--- config.mk ---
export PLATFORM = sky130hd
export DESIGN_NAME = ddr3_dll_lock_ctrl
export DESIGN_NICKNAME = d
export VERILOG_FILES = /design/src/rtl/ddr3_dll_lock_ctrl.sv
export SDC_FILE = /design/constraint.sdc
export NUM_CORES = 1
export LEC_CHECK = 0
export CORE_MARGIN = 2
export CORE_UTILIZATION = 52
export DETAILED_ROUTE_END_ITERATION = 6
export HOLD_SLACK_MARGIN = 0.06
export PLACE_DENSITY = 0.79
export SYNTH_ARGS = -nofsm -noshare
export SYNTH_HDL_FRONTEND = slang
export SYNTH_SLANG_ARGS = --single-unit
--- constraint.sdc ---
create_clock -name clk -period 2 [get_ports clk]
set_input_delay 0.2 -clock clk [delete_from_list [all_inputs] [get_ports clk]]
set_output_delay 0.2 -clock clk [all_outputs]
set_load 0.02 [all_outputs]
--- src/rtl/ddr3_dll_lock_ctrl.sv ---
// ddr3_dll_lock_ctrl
//   Control/monitor stage in front of the DDR3 DLL wrapper. It powers up the DLL and
//   waits for a filtered lock. It then pulses CODE_UPDATE periodically, or on a DELAY_DIFF
//   rising edge, and republishes the settled 8-bit delay code as a qualified value.
//   Lock loss and lock timeout are detected and retried automatically.
//   Optional feature macro: DDR3_DLL_DRIFT_CHECK_EN rejects code steps larger than
//   DRIFT_THRESH after the first code of each lock; without it every sample is accepted
//   and drift_err is tied low.
module ddr3_dll_lock_ctrl #(
    parameter int PWRUP_WAIT    = 16,
    parameter int LOCK_FILTER   = 8,
    parameter int LOCK_TIMEOUT  = 4096,
    parameter int UPDATE_PERIOD = 1024,
    parameter int CODE_SETTLE   = 4
`ifdef DDR3_DLL_DRIFT_CHECK_EN
    ,
    parameter int DRIFT_THRESH  = 8
`endif
) (
    input  logic       clk,
    input  logic       rst_n,
    input  logic       enable,
    input  logic       dll_lock,
    input  logic       dll_delay_diff,
    input  logic [7:0] dll_code,
    output logic       dll_powerdown_n,
    output logic       dll_code_update,
    output logic [7:0] code_out,
    output logic       code_valid,
    output logic       ready,
    output logic       timeout_err,
    output logic       drift_err,
    output logic [7:0] relock_cnt
);

    // One shared 16-bit width for all cycle counters; terminal values are precomputed
    // as "last count" so each compare is a plain equality.
    localparam int CW = 16;
    localparam logic [CW-1:0] PWRUP_LAST   = CW'(PWRUP_WAIT - 1);
    localparam logic [CW-1:0] FILT_LAST    = CW'(LOCK_FILTER - 1);
    localparam logic [CW-1:0] TIMEOUT_LAST = CW'(LOCK_TIMEOUT - 1);
    localparam logic [CW-1:0] PERIOD_LAST  = CW'(UPDATE_PERIOD - 1);
    localparam logic [CW-1:0] SETTLE_LAST  = CW'(CODE_SETTLE - 1);
    localparam logic [CW-1:0] CNT_MAX      = '1;

    typedef enum logic [2:0] {
        S_PWRDN,
        S_WAIT_LOCK,
        S_FAULT,
        S_UPDATE,
        S_SAMPLE,
        S_TRACK
    } state_t;

    state_t        state_reg, state_next;
    logic [CW-1:0] cnt_reg, cnt_next;     // power-up wait / lock timeout / settle
    logic [CW-1:0] filt_reg, filt_next;   // consecutive synced-lock cycles
    logic [CW-1:0] per_reg, per_next;     // cycles since last CODE_UPDATE pulse

    logic          lock_meta_reg, lock_s_reg;
    logic          ddiff_meta_reg, ddiff_s_reg, ddiff_d_reg;

    logic          powerdown_n_reg, code_update_reg;
    logic [7:0]    code_out_reg, code_out_next;
    logic          code_valid_reg, code_valid_next;
    logic          ready_reg, ready_next;
    logic          timeout_err_reg, timeout_err_next;
    logic [7:0]    relock_reg, relock_next;

    logic          lock_lost;
    logic          ddiff_rise;
    logic          sample_take;
    logic          sample_reject;

    assign lock_lost  = !lock_s_reg &&
                        (state_reg == S_UPDATE || state_reg == S_SAMPLE || state_reg == S_TRACK);
    assign ddiff_rise = ddiff_s_reg && !ddiff_d_reg;

    // Two-flop synchronisers for the asynchronous DLL status lines, plus a delay flop
    // on DELAY_DIFF for edge detection.
    always_ff @(posedge clk or negedge rst_n) begin
        if (!rst_n) begin
            lock_meta_reg  <= 1'b0;
            lock_s_reg     <= 1'b0;
            ddiff_meta_reg <= 1'b0;
            ddiff_s_reg    <= 1'b0;
            ddiff_d_reg    <= 1'b0;
        end else begin
            lock_meta_reg  <= dll_lock;
            lock_s_reg     <= lock_meta_reg;
            ddiff_meta_reg <= dll_delay_diff;
            ddiff_s_reg    <= ddiff_meta_reg;
            ddiff_d_reg    <= ddiff_s_reg;
        end
    end

    // Next-state and next-output logic; overrides applied last in priority order
    // (lock loss, then ENABLE=0 which wins over everything).
    always_comb begin
        state_next       = state_reg;
        cnt_next         = cnt_reg;
        filt_next        = filt_reg;
        per_next         = (per_reg == CNT_MAX) ? per_reg : per_reg + 1'b1;
        code_out_next    = code_out_reg;
        code_valid_next  = 1'b0;
        ready_next       = ready_reg;
        timeout_err_next = timeout_err_reg;
        relock_next      = relock_reg;
        sample_take      = 1'b0;

        case (state_reg)
            S_PWRDN: begin
                if (cnt_reg == PWRUP_LAST) begin
                    state_next = S_WAIT_LOCK;
                    cnt_next   = '0;
                    filt_next  = '0;
                end else begin
                    cnt_next = cnt_reg + 1'b1;
                end
            end
            S_WAIT_LOCK: begin
                cnt_next  = cnt_reg + 1'b1;
                filt_next = lock_s_reg ? filt_reg + 1'b1 : '0;
                // A lock completing on the timeout cycle still counts as a lock.
                if (lock_s_reg && filt_reg == FILT_LAST) begin
                    state_next = S_UPDATE;
                    cnt_next   = '0;
                end else if (cnt_reg == TIMEOUT_LAST) begin
                    state_next       = S_FAULT;
                    cnt_next         = '0;
                    timeout_err_next = 1'b1;
                end
            end
            S_FAULT: begin
                state_next = S_PWRDN;
                cnt_next   = '0;
            end
            S_UPDATE: begin
                state_next = S_SAMPLE;
                cnt_next   = '0;
                per_next   = CW'(1);
            end
            S_SAMPLE: begin
                if (cnt_reg == SETTLE_LAST) begin
                    state_next  = S_TRACK;
                    cnt_next    = '0;
                    sample_take = 1'b1;
                end else begin
                    cnt_next = cnt_reg + 1'b1;
                end
            end
            S_TRACK: begin
                if (ddiff_rise || per_reg == PERIOD_LAST) begin
                    state_next = S_UPDATE;
                end
            end
            default: begin
                state_next = S_PWRDN;
                cnt_next   = '0;
            end
        endcase

        if (lock_lost) begin
            state_next  = S_WAIT_LOCK;
            cnt_next    = '0;
            filt_next   = '0;
            ready_next  = 1'b0;
            relock_next = (relock_reg == 8'hFF) ? relock_reg : relock_reg + 1'b1;
            sample_take = 1'b0;
        end

        if (!enable) begin
            state_next       = S_PWRDN;
            cnt_next         = '0;
            filt_next        = '0;
            ready_next       = 1'b0;
            relock_next      = relock_reg;
            timeout_err_next = timeout_err_reg;
            sample_take      = 1'b0;
        end

        if (sample_take && !sample_reject) begin
            code_out_next   = dll_code;
            code_valid_next = 1'b1;
            ready_next      = 1'b1;
        end
    end

    // State, counters and registered outputs.
    always_ff @(posedge clk or negedge rst_n) begin
        if (!rst_n) begin
            state_reg       <= S_PWRDN;
            cnt_reg         <= '0;
            filt_reg        <= '0;
            per_reg         <= '0;
            powerdown_n_reg <= 1'b0;
            code_update_reg <= 1'b0;
            code_out_reg    <= 8'h00;
            code_valid_reg  <= 1'b0;
            ready_reg       <= 1'b0;
            timeout_err_reg <= 1'b0;
            relock_reg      <= 8'h00;
        end else begin
            state_reg       <= state_next;
            cnt_reg         <= cnt_next;
            filt_reg        <= filt_next;
            per_reg         <= per_next;
            powerdown_n_reg <= (state_next != S_PWRDN);
            code_update_reg <= (state_next == S_UPDATE);
            code_out_reg    <= code_out_next;
            code_valid_reg  <= code_valid_next;
            ready_reg       <= ready_next;
            timeout_err_reg <= timeout_err_next;
            relock_reg      <= relock_next;
        end
    end

`ifdef DDR3_DLL_DRIFT_CHECK_EN
    localparam logic [8:0] DRIFT_LIMIT = 9'(DRIFT_THRESH);

    logic       first_reg, first_next;
    logic       drift_err_reg, drift_err_next;
    logic [8:0] code_step;

    // Absolute step between the new sample and the published code, and the
    // "first code after lock" qualifier that bypasses the drift check.
    always_comb begin
        code_step = (dll_code >= code_out_reg) ? ({1'b0, dll_code} - {1'b0, code_out_reg})
                                               : ({1'b0, code_out_reg} - {1'b0, dll_code});
        first_next = first_reg;
        if (state_reg == S_WAIT_LOCK && state_next == S_UPDATE) begin
            first_next = 1'b1;
        end else if (sample_take) begin
            first_next = 1'b0;
        end
        drift_err_next = drift_err_reg | (sample_take & sample_reject);
    end

    assign sample_reject = !first_reg && (code_step > DRIFT_LIMIT);

    // Drift bookkeeping registers; drift_err is sticky until reset.
    always_ff @(posedge clk or negedge rst_n) begin
        if (!rst_n) begin
            first_reg     <= 1'b0;
            drift_err_reg <= 1'b0;
        end else begin
            first_reg     <= first_next;
            drift_err_reg <= drift_err_next;
        end
    end

    assign drift_err = drift_err_reg;
`else
    assign sample_reject = 1'b0;
    assign drift_err     = 1'b0;
`endif

    assign dll_powerdown_n = powerdown_n_reg;
    assign dll_code_update = code_update_reg;
    assign code_out        = code_out_reg;
    assign code_valid      = code_valid_reg;
    assign ready           = ready_reg;
    assign timeout_err     = timeout_err_reg;
    assign relock_cnt      = relock_reg;

endmodule

==> impl_metrics.yaml <==
floorplan:
  rows: 31
  start_util_pct: 53.3
  io_pins: 35
  die_y_um: 90.0
  die_area_um2: 8100
  die_x_um: 90.0
  core-area_um2: 7210
timing:
  hold_violations: 0
  rsz0062_at_grt: "yes"
  finalCritPeriodShare_pct: 109
  holdWs_ns: 0.286
  drv_slew: 0
  clock_skew_ns: 0.00932
  setup_violations: 26
  tns_ns: -2.92
  maxSlewHeadroom_pct: 56.0
  setup_ws_ns: -0.180
  finalCriticalPeriod_ns: 2.18
  fmax_mhz: 459
  worst_slew_pin_slew_ns: 0.661
synthesis:
  yosysWarnings: 0
  synth_cell_types: 53
  synth_nets: 412
  synth_seq_cells: 77
  synth_edf_count: 0
  netlist_top_cells_area: "dfrtp_1 50%, nor2_1 4.7%, nand2_1 3.6%, nand4_1 3.3%, xor2_1 2.7%"
  yosysMostFrequentCell: "dfrtp_1"
  synthArstFlopShare_pct: 100
  synth_common_cells: "77 x dfrtp_1, 48 x nor2_1, 37 x nand2_1"
  netlist_instances: 395
  avgSynthCellArea_um2: 9.73
  synth_top_area_share_pct: 50.1
  seq_area_frac_synth_pct: 50.1
  synth_area_um2: 3840
  synth_top_area_cell: "dfrtp_1"
  synth_ff_type: "dfrtp_1"
critical_path:
  crit_chain: "or4_4 > nor4_2 > a21boi_0 > o311a_1 > nor2_2 > o211ai_1"
  critPathKind: "flip-flop to flip-flop"
  worst_ep_required_time_ns: 2.22
  crit_slowest_cell: "or4_4"
  r2r_setup_slack_ns: -0.18
  worstPathMaxFanout: 3
  reg2reg_to: "dll_powerdown_n$_DFF_PN0_"
  max_stage_delay_ns: 0.54
  rr_worst_depth: 6
  critPathTopFamily: "simple AND/OR/NAND/NOR gates"
  cp_num_buf_inv: 0
  critPathLaunchType: "flip-flop"
  critPathCaptureType: "flip-flop"
  crit_arrival_ns: 2.40
  rr_startpoint: "cnt_reg[15]$_DFFE_PN0P_"
pwr:
  p_per_area_nw_per_um2: 653
  p_comb_share_pct: 7.3
  clockPowerShare_pct: 42.7
  swShare_pct: 23.3
  ir_worst_vdd_v: 0.000433
  p_int_w: 0.00256
  p_leak_nw: 2.34
  seqPwrFrac_pct: 50.0
  switchingPower_w: 0.000779
final_layout:
  antenna_cells: 0
  drive_above_1_share_pct: 23.0
  area_growth_pct: 33.1
  fin_cells: 590
  fin_area_um2: 5120
  nets: 503
global_route:
  antenna_found_initial: 0
  grtUsageTotal_pct: 23.9
  grt_pass1_wl_mm: 15.9
  first_global_vias: 3432
  overflow: 0
  grt_max_degree: 53
drt:
  via_count: 3418
  wl_mm: 9.48
  post_drt_via_cell_ratio: 5.79
  wire_per_inst_um: 16.1
  detail-route-antenna-nets: 0
  remaining_drc_errors: 0
  drtPass1Iterations: 4
  drtIter0Drc: 204
placement:
  gp_congestion: 0.810
  place_inst: 568
  dpl.hpwl_mm: 6.08
  place_ws_ns: -0.202
  portBuffers: 33
  dpl_cell_area_um2: 4690
cts:
  clkLatencyLatePin_ns: 0.35
  cts_tree: "done"
  numCtsBuffers: 9
  clock_path_buffers: 2
  cts_sinks: 77
  htree_levels: 3
  clkSlewWorstSetupHoldPaths_ns: 0.08
  cts_root_buf: "clkbuf_8"
worst_hold_path:
  hold_path_class: "primary input to flip-flop"
  min_to: "lock_meta_reg$_DFF_PN0_"
  hold_depth: 1
  hp-start: "dll_lock"
run:
  drv_cap: 0
run_status:
  violations: "negative setup slack"
  outcome: "finished, violations left"
power groups by stage:
stage                     clock [W]  sequential (W)  combinational [W]
after floorplan                   0         0.00170          0.0000875
after global placement            0         0.00169           0.000214
after detailed placement          0         0.00170           0.000222
after CTS                   0.00145         0.00167           0.000229
after global routing        0.00153         0.00168           0.000267
final                       0.00143         0.00167           0.000243
layer usage:
metal	GRT usage (%)	share of wire [%]
met1	30.6	44
met5	0	0
met2	40.5	52
met3	5.36	3.4
met4	7.69	1.4
worst max path at each step:
stage	start	endpoint	slack, ns	cells after the start
after floorplan	cnt_reg[12]$_DFFE_PN0P_	cnt_reg[9]$_DFFE_PN0P_	-0.11	6
after CTS	cnt_reg[15]$_DFFE_PN0P_	cnt_reg[13]$_DFFE_PN0P_	-0.15	6
after global routing	cnt_reg[15]$_DFFE_PN0P_	dll_powerdown_n$_DFF_PN0_	-0.30	6
after detailed placement	cnt_reg[15]$_DFFE_PN0P_	dll_powerdown_n$_DFF_PN0_	-0.20	6
final	cnt_reg[15]$_DFFE_PN0P_	dll_powerdown_n$_DFF_PN0_	-0.18	6
after global placement	cnt_reg[15]$_DFFE_PN0P_	dll_powerdown_n$_DFF_PN0_	-0.17	6
through the flow:
stage | power (W) | utilization, %
floorplan | 0.00179 | -
global placement | 0.00191 | 64.9
detailed placement | 0.00192 | 64.9
CTS | 0.00335 | 69.4
global route | 0.00348 | 70.9
finish | 0.00334 | 70.9
cells in the final DEF, fill, tap and decap left out, drive strengths merged, types with 3 or more instances in the layout:
master,Yosys,layout
a21oi,7,9
a21o,4,4
mux2i,4,4
a22o,6,6
inv,8,9
ha,4,4
xor2,12,12
dfrtp,77,77
o21ai,31,31
nand3,21,21
nand4,20,20
clkbuf,10,10
or4,4,4
a221o,5,5
and3,15,15
bufinv,0,3
o31ai,3,3
a31oi,3,3
xnor2,9,9
nor4,10,10
nand2b,4,4
nand2,37,37
nor2,48,48
nor3,15,15
mux2,9,9
buf,4,58
clkdlybuf4s50,0,32
worst register-to-register path: cells and delay by family, from the launching register on:
kind / cells / cell delay (ns)
AO/OA/AOI/OAI: 3 / 0.64
flip-flops: 1 / 0.38
AND/OR/NAND/NOR: 3 / 1.02
cell families (layout without fill, tap and decap cells):
group | after synthesis | count (layout) | synth area share [%]
AND/OR/NAND/NOR | 186 | 186 | 24.7
flip-flops | 77 | 77 | 50.1
AO/OA/AOI/OAI | 71 | 73 | 12.8
buffers and inverters | 22 | 116 | 2.51
XOR/XNOR | 21 | 21 | 4.79
multiplexers | 13 | 13 | 3.68
adder cells (fa/ha/maj) | 4 | 4 | 1.30
other | 1 | 1 | 0.0976
final cells by class:
class                      count  area, µm²
fill                         503       2100
timing repair buffer          92        823
clock inverter                 7        123
tap                           99        124
sequential                    77       1930
multi-input combinational    298       1970
clock buffer                   9        124
inverter                       8       30.0
what timing repair did:
action / in CTS / in global routing
gates resized for setup: 9 / 35
hold endpoints to repair: 51 / 0
setup endpoints to repair: 33 / 42
cloned: 2 / 1
hold buffers: 1 / 0
pin swaps: 3 / 2
setup buffers: 2 / 1
(Power assumes the default switching activity.)
